## src/rtl/mini_risc_ctrl_pkg.sv

```systemverilog
// Purpose: shared encodings for the mini-RISC control sequencer (opcodes, funcs, ALU codes, FSM states).
// Latency: n/a (declarations only).
// Backpressure: n/a.
package mini_risc_ctrl_pkg;

    // Opcodes
    localparam logic [5:0] OP_RTYPE = 6'd0;
    localparam logic [5:0] OP_ADDI  = 6'd1;
    localparam logic [5:0] OP_COMPI = 6'd2;
    localparam logic [5:0] OP_LW    = 6'd3;
    localparam logic [5:0] OP_SW    = 6'd4;
    localparam logic [5:0] OP_BR    = 6'd5;
    localparam logic [5:0] OP_BLTZ  = 6'd6;
    localparam logic [5:0] OP_BZ    = 6'd7;
    localparam logic [5:0] OP_BNZ   = 6'd8;
    localparam logic [5:0] OP_BL    = 6'd9;
    localparam logic [5:0] OP_NOP   = 6'd62;
    localparam logic [5:0] OP_HALT  = 6'd63;

    // R-type func codes map one-to-one onto ALU codes
    localparam logic [5:0] FN_MAX   = 6'd7;

    localparam logic [3:0] ALU_ADD  = 4'd0;
    localparam logic [3:0] ALU_COMP = 4'd1;
    localparam logic [3:0] ALU_AND  = 4'd2;
    localparam logic [3:0] ALU_XOR  = 4'd3;
    localparam logic [3:0] ALU_SHLL = 4'd4;
    localparam logic [3:0] ALU_SHRL = 4'd5;
    localparam logic [3:0] ALU_SHRA = 4'd6;
    localparam logic [3:0] ALU_DIFF = 4'd7;

    // reg_write targets
    localparam logic [1:0] RW_NONE  = 2'b00;
    localparam logic [1:0] RW_RS    = 2'b01;
    localparam logic [1:0] RW_RT    = 2'b10;
    localparam logic [1:0] RW_R31   = 2'b11;

    // reg_write_mux_ctrl sources
    localparam logic [1:0] WBM_LINK = 2'b00;
    localparam logic [1:0] WBM_MEM  = 2'b01;
    localparam logic [1:0] WBM_ALU  = 2'b10;

    // br_op one-hot bit positions
    localparam int BR_BIT_BR   = 0;
    localparam int BR_BIT_BLTZ = 1;
    localparam int BR_BIT_BZ   = 2;
    localparam int BR_BIT_BNZ  = 3;
    localparam int BR_BIT_BL   = 4;

    typedef enum logic [2:0] {
        S_FETCH,
        S_DECODE,
        S_EXEC,
        S_MEM,
        S_WB,
        S_BRANCH,
        S_HALT,
        S_ERR
    } state_t;

    // Control bundle produced by the decoder; the FSM picks fields per state.
    typedef struct packed {
        logic [3:0] alu_op;
        logic       imm_mux;
        logic       alu_mux;
        logic [1:0] reg_write;
        logic [1:0] wb_mux;
        logic [4:0] br_op;
        logic       is_load;
        logic       is_store;
        logic       is_branch;
        logic       is_nop;
        logic       is_halt;
        logic       illegal;
    } ctrl_t;

endpackage

```

## src/rtl/mini_risc_ctrl_decode.sv

```systemverilog
// Purpose: combinational opcode/func -> control bundle map with illegal-instruction flag.
// Latency: 0 cycles (pure combinational).
// Backpressure: none.
// Ports: op/func in (6b each); ctrl out (ctrl_t bundle).
module mini_risc_ctrl_decode
    import mini_risc_ctrl_pkg::*;
(
    input  logic [5:0] op,
    input  logic [5:0] func,
    output ctrl_t      ctrl
);

    always_comb begin
        ctrl = '0;
        case (op)
            OP_RTYPE: begin
                if (func > FN_MAX) begin
                    ctrl.illegal = 1'b1;
                end else begin
                    ctrl.alu_op    = func[3:0];
                    ctrl.reg_write = RW_RS;
                    ctrl.wb_mux    = WBM_ALU;
                end
            end
            OP_ADDI, OP_COMPI: begin
                ctrl.alu_op    = (op == OP_COMPI) ? ALU_COMP : ALU_ADD;
                ctrl.imm_mux   = 1'b1;
                ctrl.alu_mux   = 1'b1;
                ctrl.reg_write = RW_RS;
                ctrl.wb_mux    = WBM_ALU;
            end
            OP_LW, OP_SW: begin
                // Address = base + immediate
                ctrl.alu_op    = ALU_ADD;
                ctrl.imm_mux   = 1'b1;
                ctrl.alu_mux   = 1'b1;
                ctrl.is_load   = (op == OP_LW);
                ctrl.is_store  = (op == OP_SW);
                ctrl.reg_write = (op == OP_LW) ? RW_RT : RW_NONE;
                ctrl.wb_mux    = WBM_MEM;
            end
            OP_BR, OP_BLTZ, OP_BZ, OP_BNZ, OP_BL: begin
                ctrl.is_branch = 1'b1;
                ctrl.br_op     = 5'(5'b00001 << (op - OP_BR));
                if (op == OP_BL) begin
                    ctrl.reg_write = RW_R31;
                    ctrl.wb_mux    = WBM_LINK;
                end
            end
            OP_NOP:  ctrl.is_nop  = 1'b1;
            OP_HALT: ctrl.is_halt = 1'b1;
            default: ctrl.illegal = 1'b1;
        endcase
    end

endmodule

```

## src/rtl/mini_risc_ctrl_fsm.sv

```systemverilog
// Purpose: multi-cycle control sequencer driving the mini-RISC datapath one phase per cycle.
// Latency: R/addi/compi 4, sw 4+wait, lw 5+wait, branch 3, nop 2 cycles.
// Backpressure: stalls in MEM until dmem_ready; MEM_TIMEOUT wait cycles without it -> ERR.
// Ports: clk, rst (async active-high); opcode/func (sampled in DECODE); dmem_ready;
//        ir_load, pc_en, reg_write, imm_mux_ctrl, alu_mux_ctrl, alu_op, dmem_enable,
//        dmem_write_enable, reg_write_mux_ctrl, br_op, halted, err.
// Optional: MINI_RISC_CTRL_PERF_EN adds cycle_cnt / instr_cnt performance counters.
module mini_risc_ctrl_fsm
    import mini_risc_ctrl_pkg::*;
#(
    parameter int unsigned MEM_TIMEOUT = 15
) (
    input  logic        clk,
    input  logic        rst,
    input  logic [5:0]  opcode,
    input  logic [5:0]  func,
    input  logic        dmem_ready,
    output logic        ir_load,
    output logic        pc_en,
    output logic [1:0]  reg_write,
    output logic        imm_mux_ctrl,
    output logic        alu_mux_ctrl,
    output logic [3:0]  alu_op,
    output logic        dmem_enable,
    output logic        dmem_write_enable,
    output logic [1:0]  reg_write_mux_ctrl,
    output logic [4:0]  br_op,
    output logic        halted,
`ifdef MINI_RISC_CTRL_PERF_EN
    output logic [31:0] cycle_cnt,
    output logic [31:0] instr_cnt,
`endif
    output logic        err
);

    // Last wait count that may still be followed by another wait cycle
    localparam logic [3:0] TMO_LAST = 4'(MEM_TIMEOUT - 1);

    state_t     state_q, state_d;
    logic [5:0] op_q, op_d;
    logic [5:0] func_q, func_d;
    logic [3:0] cnt_q, cnt_d;
    logic [5:0] dec_op, dec_func;
    ctrl_t      ctrl;

    // DECODE classifies the live fields it is latching; every other state
    // works from the latched copy so live opcode changes are ignored.
    assign dec_op   = (state_q == S_DECODE) ? opcode : op_q;
    assign dec_func = (state_q == S_DECODE) ? func   : func_q;

    mini_risc_ctrl_decode u_decode (
        .op   (dec_op),
        .func (dec_func),
        .ctrl (ctrl)
    );

    always_ff @(posedge clk or posedge rst) begin
        if (rst) begin
            state_q <= S_FETCH;
            op_q    <= '0;
            func_q  <= '0;
            cnt_q   <= '0;
        end else begin
            state_q <= state_d;
            op_q    <= op_d;
            func_q  <= func_d;
            cnt_q   <= cnt_d;
        end
    end

    always_comb begin
        state_d            = state_q;
        op_d               = op_q;
        func_d             = func_q;
        cnt_d              = cnt_q;
        ir_load            = 1'b0;
        pc_en              = 1'b0;
        reg_write          = RW_NONE;
        imm_mux_ctrl       = 1'b0;
        alu_mux_ctrl       = 1'b0;
        alu_op             = ALU_ADD;
        dmem_enable        = 1'b0;
        dmem_write_enable  = 1'b0;
        reg_write_mux_ctrl = WBM_LINK;
        br_op              = '0;
        halted             = 1'b0;
        err                = 1'b0;

        case (state_q)
            S_FETCH: begin
                ir_load = 1'b1;
                state_d = S_DECODE;
            end
            S_DECODE: begin
                op_d   = opcode;
                func_d = func;
                if (ctrl.illegal)        state_d = S_ERR;
                else if (ctrl.is_halt)   state_d = S_HALT;
                else if (ctrl.is_branch) state_d = S_BRANCH;
                else if (ctrl.is_nop) begin
                    pc_en   = 1'b1;
                    state_d = S_FETCH;
                end else                 state_d = S_EXEC;
            end
            S_EXEC: begin
                imm_mux_ctrl = ctrl.imm_mux;
                alu_mux_ctrl = ctrl.alu_mux;
                alu_op       = ctrl.alu_op;
                cnt_d        = '0;
                state_d      = (ctrl.is_load || ctrl.is_store) ? S_MEM : S_WB;
            end
            S_MEM: begin
                imm_mux_ctrl      = ctrl.imm_mux;
                alu_mux_ctrl      = ctrl.alu_mux;
                alu_op            = ctrl.alu_op;
                dmem_enable       = 1'b1;
                dmem_write_enable = ctrl.is_store;
                if (dmem_ready) begin
                    if (ctrl.is_store) begin
                        pc_en   = 1'b1;
                        state_d = S_FETCH;
                    end else begin
                        state_d = S_WB;
                    end
                end else if (cnt_q == TMO_LAST) begin
                    state_d = S_ERR;
                end else begin
                    cnt_d = cnt_q + 4'd1;
                end
            end
            S_WB: begin
                imm_mux_ctrl       = ctrl.imm_mux;
                alu_mux_ctrl       = ctrl.alu_mux;
                alu_op             = ctrl.alu_op;
                reg_write          = ctrl.reg_write;
                reg_write_mux_ctrl = ctrl.wb_mux;
                pc_en              = 1'b1;
                state_d            = S_FETCH;
            end
            S_BRANCH: begin
                br_op              = ctrl.br_op;
                reg_write          = ctrl.reg_write;
                reg_write_mux_ctrl = ctrl.wb_mux;
                pc_en              = 1'b1;
                state_d            = S_FETCH;
            end
            S_HALT: halted = 1'b1;
            S_ERR: begin
                halted = 1'b1;
                err    = 1'b1;
            end
            default: state_d = S_ERR;
        endcase

        // Reset forces every control low immediately, including the
        // FETCH-state ir_load and any in-flight memory access.
        if (rst) begin
            ir_load            = 1'b0;
            pc_en              = 1'b0;
            reg_write          = RW_NONE;
            imm_mux_ctrl       = 1'b0;
            alu_mux_ctrl       = 1'b0;
            alu_op             = ALU_ADD;
            dmem_enable        = 1'b0;
            dmem_write_enable  = 1'b0;
            reg_write_mux_ctrl = WBM_LINK;
            br_op              = '0;
            halted             = 1'b0;
            err                = 1'b0;
        end
    end

`ifdef MINI_RISC_CTRL_PERF_EN
    logic [31:0] cycle_cnt_q, cycle_cnt_d;
    logic [31:0] instr_cnt_q, instr_cnt_d;

    always_comb begin
        cycle_cnt_d = cycle_cnt_q;
        instr_cnt_d = instr_cnt_q;
        if (state_q != S_HALT && state_q != S_ERR) cycle_cnt_d = cycle_cnt_q + 32'd1;
        if (pc_en)                                 instr_cnt_d = instr_cnt_q + 32'd1;
    end

    always_ff @(posedge clk or posedge rst) begin
        if (rst) begin
            cycle_cnt_q <= '0;
            instr_cnt_q <= '0;
        end else begin
            cycle_cnt_q <= cycle_cnt_d;
            instr_cnt_q <= instr_cnt_d;
        end
    end

    assign cycle_cnt = cycle_cnt_q;
    assign instr_cnt = instr_cnt_q;
`endif

endmodule

```

## config.mk

```make
export PLATFORM = sky130hd
export DESIGN_NAME = mini_risc_ctrl_fsm
export DESIGN_NICKNAME = d
export VERILOG_FILES = /design/src/rtl/mini_risc_ctrl_pkg.sv /design/src/rtl/mini_risc_ctrl_decode.sv /design/src/rtl/mini_risc_ctrl_fsm.sv
export SDC_FILE = /design/constraint.sdc
export NUM_CORES = 1
export LEC_CHECK = 0
export ABC_CLOCK_PERIOD_IN_PS = 8100
export CORE_AREA = 5 5 75 77
export DETAILED_ROUTE_END_ITERATION = 10
export DIE_AREA = 0 0 80 82
export PLACE_DENSITY = 0.59
export REMOVE_ABC_BUFFERS = 1
export SYNTH_ARGS = -nofsm -noshare
export SYNTH_HDL_FRONTEND = slang
export SYNTH_HIERARCHICAL = 1
export SYNTH_SLANG_ARGS = --single-unit
export TNS_END_PERCENT = 5
```

## constraint.sdc

```tcl
create_clock -name clk -period 8.1 [get_ports clk]
set_input_delay 1.215 -clock clk [delete_from_list [all_inputs] [get_ports clk]]
set_output_delay 1.215 -clock clk [all_outputs]
set_load 0.05 [all_outputs]
```

# Word-level counts from Yosys, hierarchy flattened
# Index checks and enable logic that the tools add are counted.
# W data, S select, Z words.
[word_totals] ff_bits=19 in_bits=15 out_inout_bits=21 word_cells=104
[op_classes] add_sub_neg=2 order_cmp=1 eq_ne=22 n_shift=1 muxes=59 n_reduce_logical=15
[ops] op="$mux W1" count=26
[ops] op="$eq A6 B3 Y1 const B" count=4
[ops] op="$mux W3" count=8
[ops] op="$mux W4" count=6
[ops] op="$mux W2" count=8
[ops] op="$pmux W4 S2" count=2
[ops] op="$pmux W4 S4" count=1
[ops] op="$mux W5" count=3
[ops] op="$pmux W3 S5" count=1
[ops] op="$eq A3 B3 Y1 const B" count=4
[ops] op="$eq A6 B2 Y1 const B" count=2
[ops] op="$eq A6 B4 Y1 const B" count=2
[ops] op="$eq A6 B6 Y1 const B" count=2
[ops] op="$mux W6" count=2
[ops] op="$reduce_or A11 Y1" count=1
[ops] op="$reduce_or A2 Y1" count=4
[ops] op="$eq A3 B2 Y1 const B" count=2
[ops] op="$eq A6 B1 Y1 const B" count=1
[ops] op="$gt A6 B3 Y1 const B" count=1
[ops] op="$logic_not A6 Y1" count=1
[ops] op="$shl A1 B6 Y5 const A" count=1
[ops] op="$sub A6 B3 Y6 const B" count=1
[ops] op="$reduce_bool A5 Y1" count=1
[ops] op="$reduce_or A5 Y1" count=1
[ops] op="14 further kinds" count=15

# Logic depth before layout (Yosys ltp)
# Gate-level depths: netlist of the first run.
[depth] word_depth=10 mapped_depth=12 mapped_depth_nobuf=11

# Cells and area by module
# Netlist of the first run, hierarchy kept.
[by_module_without_submodules] module="mini_risc_ctrl_fsm" n_inst=1 cells_per_inst=108 area_per_inst_um2=1102.3 seq_area_each_um2=475.5
[by_module_without_submodules] module="mini_risc_ctrl_decode" n_inst=1 cells_per_inst=78 area_per_inst_um2=551.8 seq_area_each_um2=0.0

# Worst setup path before layout of the first run
# No wires, ideal clock.
[synth_path] path_kind="input to output" from="in opcode[0]" to="out pc_en" arrival_time_ps=4132 t_required_ps=6885 setup_slack_ps=2753 path_stages=10 path_buffers=1 cell_sequence="mux2_2 -> clkbuf_1 -> inv_1 -> ha_1 -> nand2_1 -> a211o_1 -> o2111ai_1 -> a21oi_1 -> or3_1 -> o31ai_1"
[synth_lines] item="from (decl)" line="mini_risc_ctrl_fsm.sv:15" source="input logic [5:0] opcode,"
[synth_lines] item="to (decl)" line="mini_risc_ctrl_fsm.sv:19" source="output logic pc_en,"

==> results of run 1 <==
cells in the mapped netlist (3+ instances only):
library cell | count | share of area
and2_1 | 22 | 0.083
dfrtp_1 | 19 | 0.29
mux2_2 | 12 | 0.082
inv_1 | 10 | 0.023
nand2_1 | 10 | 0.023
nor2_1 | 8 | 0.018
ha_1 | 7 | 0.053
nor3_1 | 7 | 0.021
a21oi_1 | 6 | 0.018
nand2b_1 | 6 | 0.023
nand3b_1 | 6 | 0.027
o21ai_0 | 6 | 0.018
clkbuf_1 | 5 | 0.011
nor2b_1 | 5 | 0.019
nor3b_1 | 4 | 0.018
o31ai_1 | 4 | 0.018
buf_2 | 3 | 0.0091
buf_4 | 3 | 0.014
worst max-delay path, delay by kind of cell:
kind / cells / cell delay [ns]
multiplexers: 1 / 0.36
buffers and inverters: 3 / 1.40
AND/OR/NAND/NOR: 2 / 0.65
AO/OA/AOI/OAI: 4 / 0.64
adder cells (fa/ha/maj): 1 / 0.25
layout make-up:
| class | count | area, um2 | area share |
|---|---|---|---|
| timing repair buffer | 35 | 347.8 | 0.1682 |
| sequential | 19 | 475.5 | 0.2299 |
| clock inverter | 1 | 5.005 | 0.002420 |
| inverter | 10 | 37.54 | 0.01815 |
| clock buffer | 3 | 41.29 | 0.01996 |
| multi-input combinational | 145 | 1074 | 0.5191 |
| tap | 70 | 87.58 | 0.04235 |
worst max path at each step:
stage / end / cells past startpoint / from / slack [ns]
after floorplan: pc_en / 10 / state_q[0]$_DFFE_PP0P_ / 2.76
after global placement: pc_en / 11 / opcode[0] / 2.38
after detailed placement: pc_en / 11 / opcode[0] / 2.39
after CTS: pc_en / 11 / opcode[0] / 2.38
after global routing: pc_en / 9 / opcode[3] / 2.15
final: pc_en / 11 / opcode[0] / 2.37
flip-flops by register name (all words and copies together) (netlist names):
signal   flops
func_q       6
op_q         6
state_q      3
cnt_q        4
power groups by stage:
stage	registers, mW	clock network [mW]	logic [mW]
after global placement	0.180	0	0.478
after floorplan	0.169	0	0.379
final	0.179	0.0681	0.476
after CTS	0.179	0.0696	0.480
after global routing	0.186	0.0728	0.535
after detailed placement	0.181	0	0.479
metal layers:
metal	up-vias	share of wire	wire length, um
li1	714	-	-
met1	657	0.49	1818
met2	36	0.46	1702
met3	5	0.045	169
met4	0	0.013	48
met5	-	0	0
logic make-up after synthesis:
kind of cell               after synthesis  synth area share
AOI/OAI and AO/OA                       37            0.1589
xor gates and xnor gates                 1          0.005296
adders and majority gates                7           0.05295
buffers and inverters                   22           0.06354
DFF                                     19            0.2874
muxes                                   14           0.09380
other                                    1          0.002267
and+or+nand+nor                         85            0.3359
==> flow_metrics.tcl, run 1 <==
set metrics [dict create \
    antenna_found_initial 0 \
    gp_congestion 0.7379 \
    wl_per_cell_um 13.21 \
    root_buffer "clkbuf_8" \
    first_iter_violations 70 \
    fin_nets 236 \
    fp-row-count 26 \
    crit_type "input pin to output pin" \
    fin_ws_ns 2.368 \
    viasPerCell 4.989 \
    cts-htree-levels 1 \
    r2r_start "state_q[0]$_DFFE_PP0P_" \
    gr-total-overflow 0 \
    p_sw_frac 0.4913 \
    whs_ns 0.4981 \
    post_dp_cell_area_um2 2022 \
    ir_drop_uv 128.0 \
    syn_inst 186 \
    dieArea_um2 6560 \
    worstHoldPathCells 1 \
    use_met1 0.1721 \
    powerDensity_nw_per_um2 349.4 \
    drive_above_1_share 0.1221 \
    clkTransAtPathRegs_ns 0.08 \
    crit_required_ns 6.88 \
    die_h_um 82 \
    slew_violations 0 \
    end_kind "output pin" \
    core_area_um2 4945 \
    placed_cells 279 \
    yosysUniqueCellTypes 54 \
    top_usage_layer "met2" \
    p_clk_frac 0.094 \
    setup_violations 0 \
    grt_use_met3 0.01645 \
    instances_no_fill 283 \
    startpoint_type "input pin" \
    rsz0062_at_grt "false" \
    cp_data_arrival_time_ns 4.52 \
    pin_count 36 \
    p_int_uw 367.6 \
    slowest_delay_ns 0.86 \
    fill_cells 492 \
    regToRegSetupSlack_ns 4.74 \
    min_from "func_q[1]$_DFF_PP0_" \
    start_util 0.3345 \
    vias 1412 \
    dp_slack_ns 2.391 \
    tightest_slew_ns 0.7700 \
    status "finished, final reports clean" \
    synthArstFlopShare 1.000 \
    grt_pass1_vias 1351 \
    synth_seq_area_share 0.2874 \
    path_max_fanout 11 \
    ys_seq_elements 19 \
    total_power_uw 722.6 \
    min_period_ns 5.732 \
    clock_sinks 19 \
    chipWidth_um 80 \
    diodes 0 \
    grtUsageMet2 0.1871 \
    ant_nets 0 \
    report.final.hold_viol_count 0 \
    stdcell_area_um2 2068 \
    grt_pass1_wl_mm 6.382 \
    grt_max_degree 21 \
    worst_r2r_endpoint "state_q[2]$_DFFE_PP0P_" \
    max_freq_mhz 174.5 \
    grt_usage 0.1222 \
    min_to "func_q[1]$_DFF_PP0_" \
    reg2reg_depth 12 \
    p_comb_frac 0.659 \
    final_cell_mix "clkdlybuf4s50_1, and2_1, dfrtp_1" \
    finish.utilization 0.4183 \
    pwr-share-seq 0.247 \
    hold_path_class "flip-flop to flip-flop" \
    skew_ns 0.006193 \
    cap_violations 0 \
    routed_wl_mm 3.738 \
    cts_buffers 3 \
    synth_edf_count 0 \
    cts_resized 0 \
    cts_buffer_depth 2 \
    fin_tns_setup_ns 0 \
    dr.pass1.iters 4 \
    fin_crit_sh 0.7076 \
    layout_commonest_cell "clkdlybuf4s50_1" \
    numPortBuffers 34 \
    synthFlopType "dfrtp_1" \
    cts_setup_buffers 0 \
    crit_path_top_delay_cell "clkdlybuf4s50_1" \
    postCtsHoldBufs 0 \
    power.static_leakage_nw 0.8019 \
    syn-cell-area_um2 1654 \
    yosysWarningCount 6 \
    area_growth_pct 25.04 \
    insertion_delay_ns 0.26 \
    relSlewSlack 0.4861 \
    tritoncts "done" \
    power.switching_uw 355.0 \
    dp_hpwl_mm 2.818 \
    drc 0 \
    crit_chain "clkdlybuf4s50_1 -> mux2_2 -> inv_1 -> ha_1 -> nor2b_1 -> a21oi_1 -> o2111ai_1 -> a21oi_1 -> or3_1 -> o31ai_1 -> clkdlybuf4s50_1" \
    synth.avg_cell_area_um2 8.893 \
]
No activity file was read; power rests on OpenSTA's default activity.
==> inputs of run 2 (changes only) <==
ABC_CLOCK_PERIOD_IN_PS = 4600   (was 8100)
PLACE_DENSITY = 0.61   (was 0.59)
clock period = 4.6 ns   (was 8.1 ns; I/O delays follow)
==> flow_metrics.tcl, run 2 (synthesis results as in run 1) <==
set metrics [dict create \
    powerDensity_nw_per_um2 603.0 \
    die_h_um 82 \
    start_util 0.3345 \
    wl_per_cell_um 13.01 \
    whs_ns 0.4983 \
    max_freq_mhz 233.1 \
    dr.pass1.iters 4 \
    slowest_delay_ns 0.45 \
    power.switching_uw 628.0 \
    cap_violations 0 \
    crit_path_top_delay_cell "o31ai_1" \
    power.static_leakage_nw 0.8857 \
    setup_violations 0 \
    hold_path_class "flip-flop to flip-flop" \
    grt_usage 0.1194 \
    startpoint_type "flip-flop" \
    insertion_delay_ns 0.25 \
    fin_ws_ns 0.3105 \
    dr_wl_met3_um 201 \
    cts_resized 0 \
    fp-row-count 26 \
    core_area_um2 4945 \
    drive_above_1_share 0.2081 \
    wl_met2_mm 1.673 \
    p_clk_frac 0.088 \
    tightest_slew_ns 0.5129 \
    cts_setup_buffers 0 \
    cts-htree-levels 1 \
    dieArea_um2 6560 \
    pin_count 36 \
    vias 1430 \
    dp_slack_ns 0.4148 \
    end_kind "output pin" \
    status "finished, final reports clean" \
    p_comb_frac 0.705 \
    path_max_fanout 11 \
    slew_violations 0 \
    routed_wl_mm 3.787 \
    reg.largest.list "func_q x6, op_q x6, cnt_q x4" \
    root_buffer "clkbuf_8" \
    grt_pass1_wl_mm 6.272 \
    fin_nets 244 \
    grt_max_degree 20 \
    viasPerCell 4.914 \
    min_period_ns 4.289 \
    drc 0 \
    dp_hpwl_mm 2.939 \
    skew_ns 0.003035 \
    rsz0062_at_grt "false" \
    relSlewSlack 0.6554 \
    final_cell_mix "and2_1, clkdlybuf4s50_1, dfrtp_1" \
    crit_top_cell "a21oi_1" \
    fill_cells 508 \
    crit_type "flip-flop to output pin" \
    topRoutingLayerUsed "met4" \
    ir_drop_uv 225.1 \
    numPortBuffers 34 \
    area_growth_pct 32.15 \
    wl_met1_mm 1.866 \
    cp_data_arrival_time_ns 3.60 \
    chipWidth_um 80 \
    report.final.hold_viol_count 0 \
    grt_pass1_vias 1375 \
    crit_chain "nor3b_2 -> buf_4 -> mux2_2 -> inv_1 -> ha_1 -> nor2b_1 -> a21oi_1 -> o2111ai_1 -> a21oi_1 -> or3_1 -> o31ai_1 -> buf_12" \
    clkTransAtPathRegs_ns 0.07 \
    diodes 0 \
    pwr-share-seq 0.206 \
    gr-total-overflow 0 \
    clock_sinks 19 \
    tritoncts "done" \
    crit_required_ns 3.91 \
    gp_congestion 0.8944 \
    p_int_uw 690.0 \
    ant_nets 0 \
    antenna_found_initial 0 \
    cts_buffer_depth 2 \
    first_iter_violations 82 \
    p_sw_frac 0.4765 \
    fin_crit_sh 0.9325 \
    postCtsHoldBufs 0 \
    cts_buffers 3 \
]
## run 2: cell count changes in the layout (fill, tap and decap cells not counted)
cell             change
buf_4               +13
clkdlybuf4s50_1     -12
buf_12               +7
## run 2: metrics by stage
step	util	std cells	cell area (um2)	setup TNS [ns]	power, mW
2_1_floorplan	-	174	1587	-0.2129	0.9649
3_3_place_gp	0.4327	287	2140	0	1.196
3_5_place_dp	0.4327	287	2140	0	1.206
4_1_cts	0.4421	291	2186	0	1.330
5_1_grt	0.4421	291	2186	0	1.432
6_report	0.4421	291	2186	0	1.318
## run 2: final cells by class
class	count	area, um2	area share
Sequential cell	19	475.5	0.2175
Inverter	10	37.54	0.01717
Clock inverter	1	5.005	0.002290
Timing Repair Buffer	43	465.4	0.2129
Tap cell	70	87.58	0.04007
Clock buffer	3	41.29	0.01889
Multi-Input combinational cell	145	1074	0.4911
## run 2: routing by layer
metal	GRT usage	up-vias
met2	0.1954	36
met5	0	-
met3	0.01425	4
li1	-	738
met1	0.1608	652
met4	0.04561	0
## run 2: power groups by stage
stage | logic (mW) | registers (mW) | clock network, mW
6_report | 0.930 | 0.272 | 0.116
5_1_grt | 1.02 | 0.282 | 0.127
4_1_cts | 0.935 | 0.273 | 0.122
3_5_place_dp | 0.928 | 0.277 | 0
3_3_place_gp | 0.923 | 0.274 | 0
2_1_floorplan | 0.668 | 0.297 | 0
## run 2: worst paths after layout
path,cells past startpoint,startpoint,slack (ns),endpoint
max in group asynchronous,3,rst,3.39,func_q[3]$_DFF_PP0_
worst min-delay path,1,func_q[2]$_DFF_PP0_,0.50,func_q[2]$_DFF_PP0_
worst max-delay path,12,state_q[2]$_DFFE_PP0P_,0.31,pc_en
worst min register to register,1,func_q[2]$_DFF_PP0_,0.50,func_q[2]$_DFF_PP0_
worst max register to register,12,state_q[2]$_DFFE_PP0P_,1.52,state_q[2]$_DFFE_PP0P_
min in group asynchronous,3,rst,1.00,state_q[1]$_DFFE_PP0P_
## run 2: critical path, delay by kind of cell (launching register included)
kind / cells / cell delay (ns)
mux: 1 / 0.43
fa+ha+maj: 1 / 0.24
compound gates: 4 / 0.81
buf+inv: 3 / 0.56
flops: 1 / 0.41
simple gates: 3 / 0.90
==> inputs of run 3 (changes only) <==
SLEW_MARGIN = 20   (was unset)
==> results of run 3 <==
Same layout as run 2: the final DEF is identical, and so are final timing and power.
==> variant: new RTL, flow settings as in run 2 <==
Take the reset off `op_q` and load it in a clocked block of its own.
--- a/src/rtl/mini_risc_ctrl_fsm.sv
+++ b/src/rtl/mini_risc_ctrl_fsm.sv
@@ -57,15 +57,17 @@
     always_ff @(posedge clk or posedge rst) begin
         if (rst) begin
             state_q <= S_FETCH;
-            op_q    <= '0;
             func_q  <= '0;
             cnt_q   <= '0;
         end else begin
             state_q <= state_d;
-            op_q    <= op_d;
             func_q  <= func_d;
             cnt_q   <= cnt_d;
         end
+    end
+
+    always_ff @(posedge clk) begin
+        op_q <= op_d;
     end
 
     always_comb begin
Function: no difference found for any inputs over 10 cycles, from zero or initial values and one cycle with rst high; that may be too few to reach the edited logic, so the function may still have changed.
==> variant against run 2 <==
Synthesized area rose by 0.23%; total power rose by 6.8%; combinational power rose by 3.7%; clock skew rose by 0.0030 ns; worst hold slack got worse by 0.0031 ns; design area fell by 2.0%; wire length rose by 1.6%; setup slack got worse by 0.0093 ns; register-to-register slack got worse by 0.08 ns; die area did not move; sequential cell count did not move; global-route usage rose by 0.14 points; fmax fell by 0.22%; critical path type unchanged; largest power group unchanged.
==> variant: results (changes against run 2) <==
stage,metric,value,unit,change
drt,wl,3.846,mm,+1.6%
logic_synthesis,synthAdderAreaFrac,5.283,%,-0.012 points
finish,nets,246,,+0.82%
sta,whs,0.4953,ns,-0.003071 ns
finish,fill_cells,492,,-3.1%
critical_path,crit_slowest_cell,dfrtp_2,,
drt,wl_met3,206,µm,+2.5%
power,ir_worst_vdd,0.0002553,V,+13%
drt,wl_met2,1.711,mm,+2.3%
placed_design,gp_congestion,0.7696,,-14%
min_path,min_to,func_q[1],,
critical_path,cp_max_fo,12,,+1
critical_path,reg2regPathDepth,14,,+2
grt,grt_first_pass_wirelength,6.389,mm,+1.9%
logic_synthesis,async_flop_share,68.42,%,-32 points
finish,clockNetworkAreaShare,2.161,%,+0.043 points
critical_path,worst_r2r_endpoint,state_q[1],,
critical_path,critPathMaxStageDelay,0.50,ns,+0.05 ns
finish,drive_above_1_share,20.18,%,-0.64 points
finish,signal_buffers,38,,-12%
finish,buffer_area_share,19.51,%,-1.8 points
logic_synthesis,synth_compound_area_share,16.68,%,+0.79 points
finish,syn_to_final_growth,29.21,%,
sta,finalClockSkew,0.006078,ns,+0.003043 ns
grt,grt_pass1_vias,1352,,-1.7%
critical_path,startpoint_type,flip-flop,,
critical_path,critPathArrivalTime,3.61,ns,about the same
logic_synthesis,synthMuxAreaShare,8.755,%,-0.63 points
finish,final_util,43.32,%,-0.89 points
finish,n_all_inverters,8,,-2
sta,final.min_clock_period,4.299,ns,+0.009261 ns
logic_synthesis,synth_cells,193,,+3.8%
finish,seq_cell_count,19,,unchanged
placed_design,dp.cells,289,,+0.70%
critical_path,r2r-start,state_q[1],,
grt,grt_usage,12.09,%,+0.14 points
grt,antenna_found_initial,0,,unchanged
placed_design,place_ws,0.4041,ns,-0.01072 ns
power,p_leak,0.8490,nW,-4.1%
logic_synthesis,yosys-top-cells-count,"and2_1 (21), nand2_1 (16), dfrtp_1 (13), nor2_1 (13), mux2_2 (12)",,
logic_synthesis,yosys-top-cells-area,"dfrtp_1 (20%), mux2_2 (8.2%), and2_1 (7.9%), dfxtp_1 (7.2%), ha_1 (5.3%)",,
placed_design,dpl_cell_area,0.002087,mm²,-2.5%
drt,wl_met1,1.895,mm,+1.6%
min_path,worstHoldStart,func_q[1],,
critical_path,regToRegSetupSlack,1.44,ns,-0.08 ns
drt,via_per_inst,4.928,,+0.29%
drt,drt_iter0_drc,90,,+9.8%
finish,seq-cell-share,20.85,%,-0.90 points
min_path,hold_depth,1,,unchanged
logic_synthesis,synthXorXnorAreaFrac,0.5283,%,-0.0012 points
power,switchingPower,702.4,µW,+12%
placed_design,hpwl,2.988,mm,+1.7%
outcome,status,"finished, final reports clean",,
finish,multi_input_area_share,51.99,%,+2.9 points
drt,highest_layer,met4,,
drt,wire_per_inst,13.13,µm,+0.86%
finish,multi_input_area,0.001114,mm²,+3.7%
## variant: cell types whose count changed in the layout (fill, tap and decap cells not counted), sizes merged, moves of 6 or more
cell   before  now
dfxtp       0    6
nand2      10   17
dfrtp      19   13
nor2        8   15
buf        21   15
## variant: routing by layer
layer	GRT usage (%)	vias up
met1	15.94	669
li1	-	739
met2	20.03	34
met5	0	-
met3	1.974	2
met4	4.054	0
## variant: how the worst max path moves through the flow
stage | to | cells past startpoint
2_1_floorplan | pc_en | 12
3_3_place_gp | pc_en | 14
5_1_grt | pc_en | 14
6_report | pc_en | 14
4_1_cts | pc_en | 14
3_5_place_dp | pc_en | 14
## variant: power by group through the flow
stage	Clock [mW]	Combinational, mW	Sequential [mW]
2_1_floorplan	0	0.734	0.323
3_3_place_gp	0	0.950	0.324
3_5_place_dp	0	0.961	0.326
4_1_cts	0.120	0.964	0.322
5_1_grt	0.129	1.06	0.337
6_report	0.118	0.964	0.326
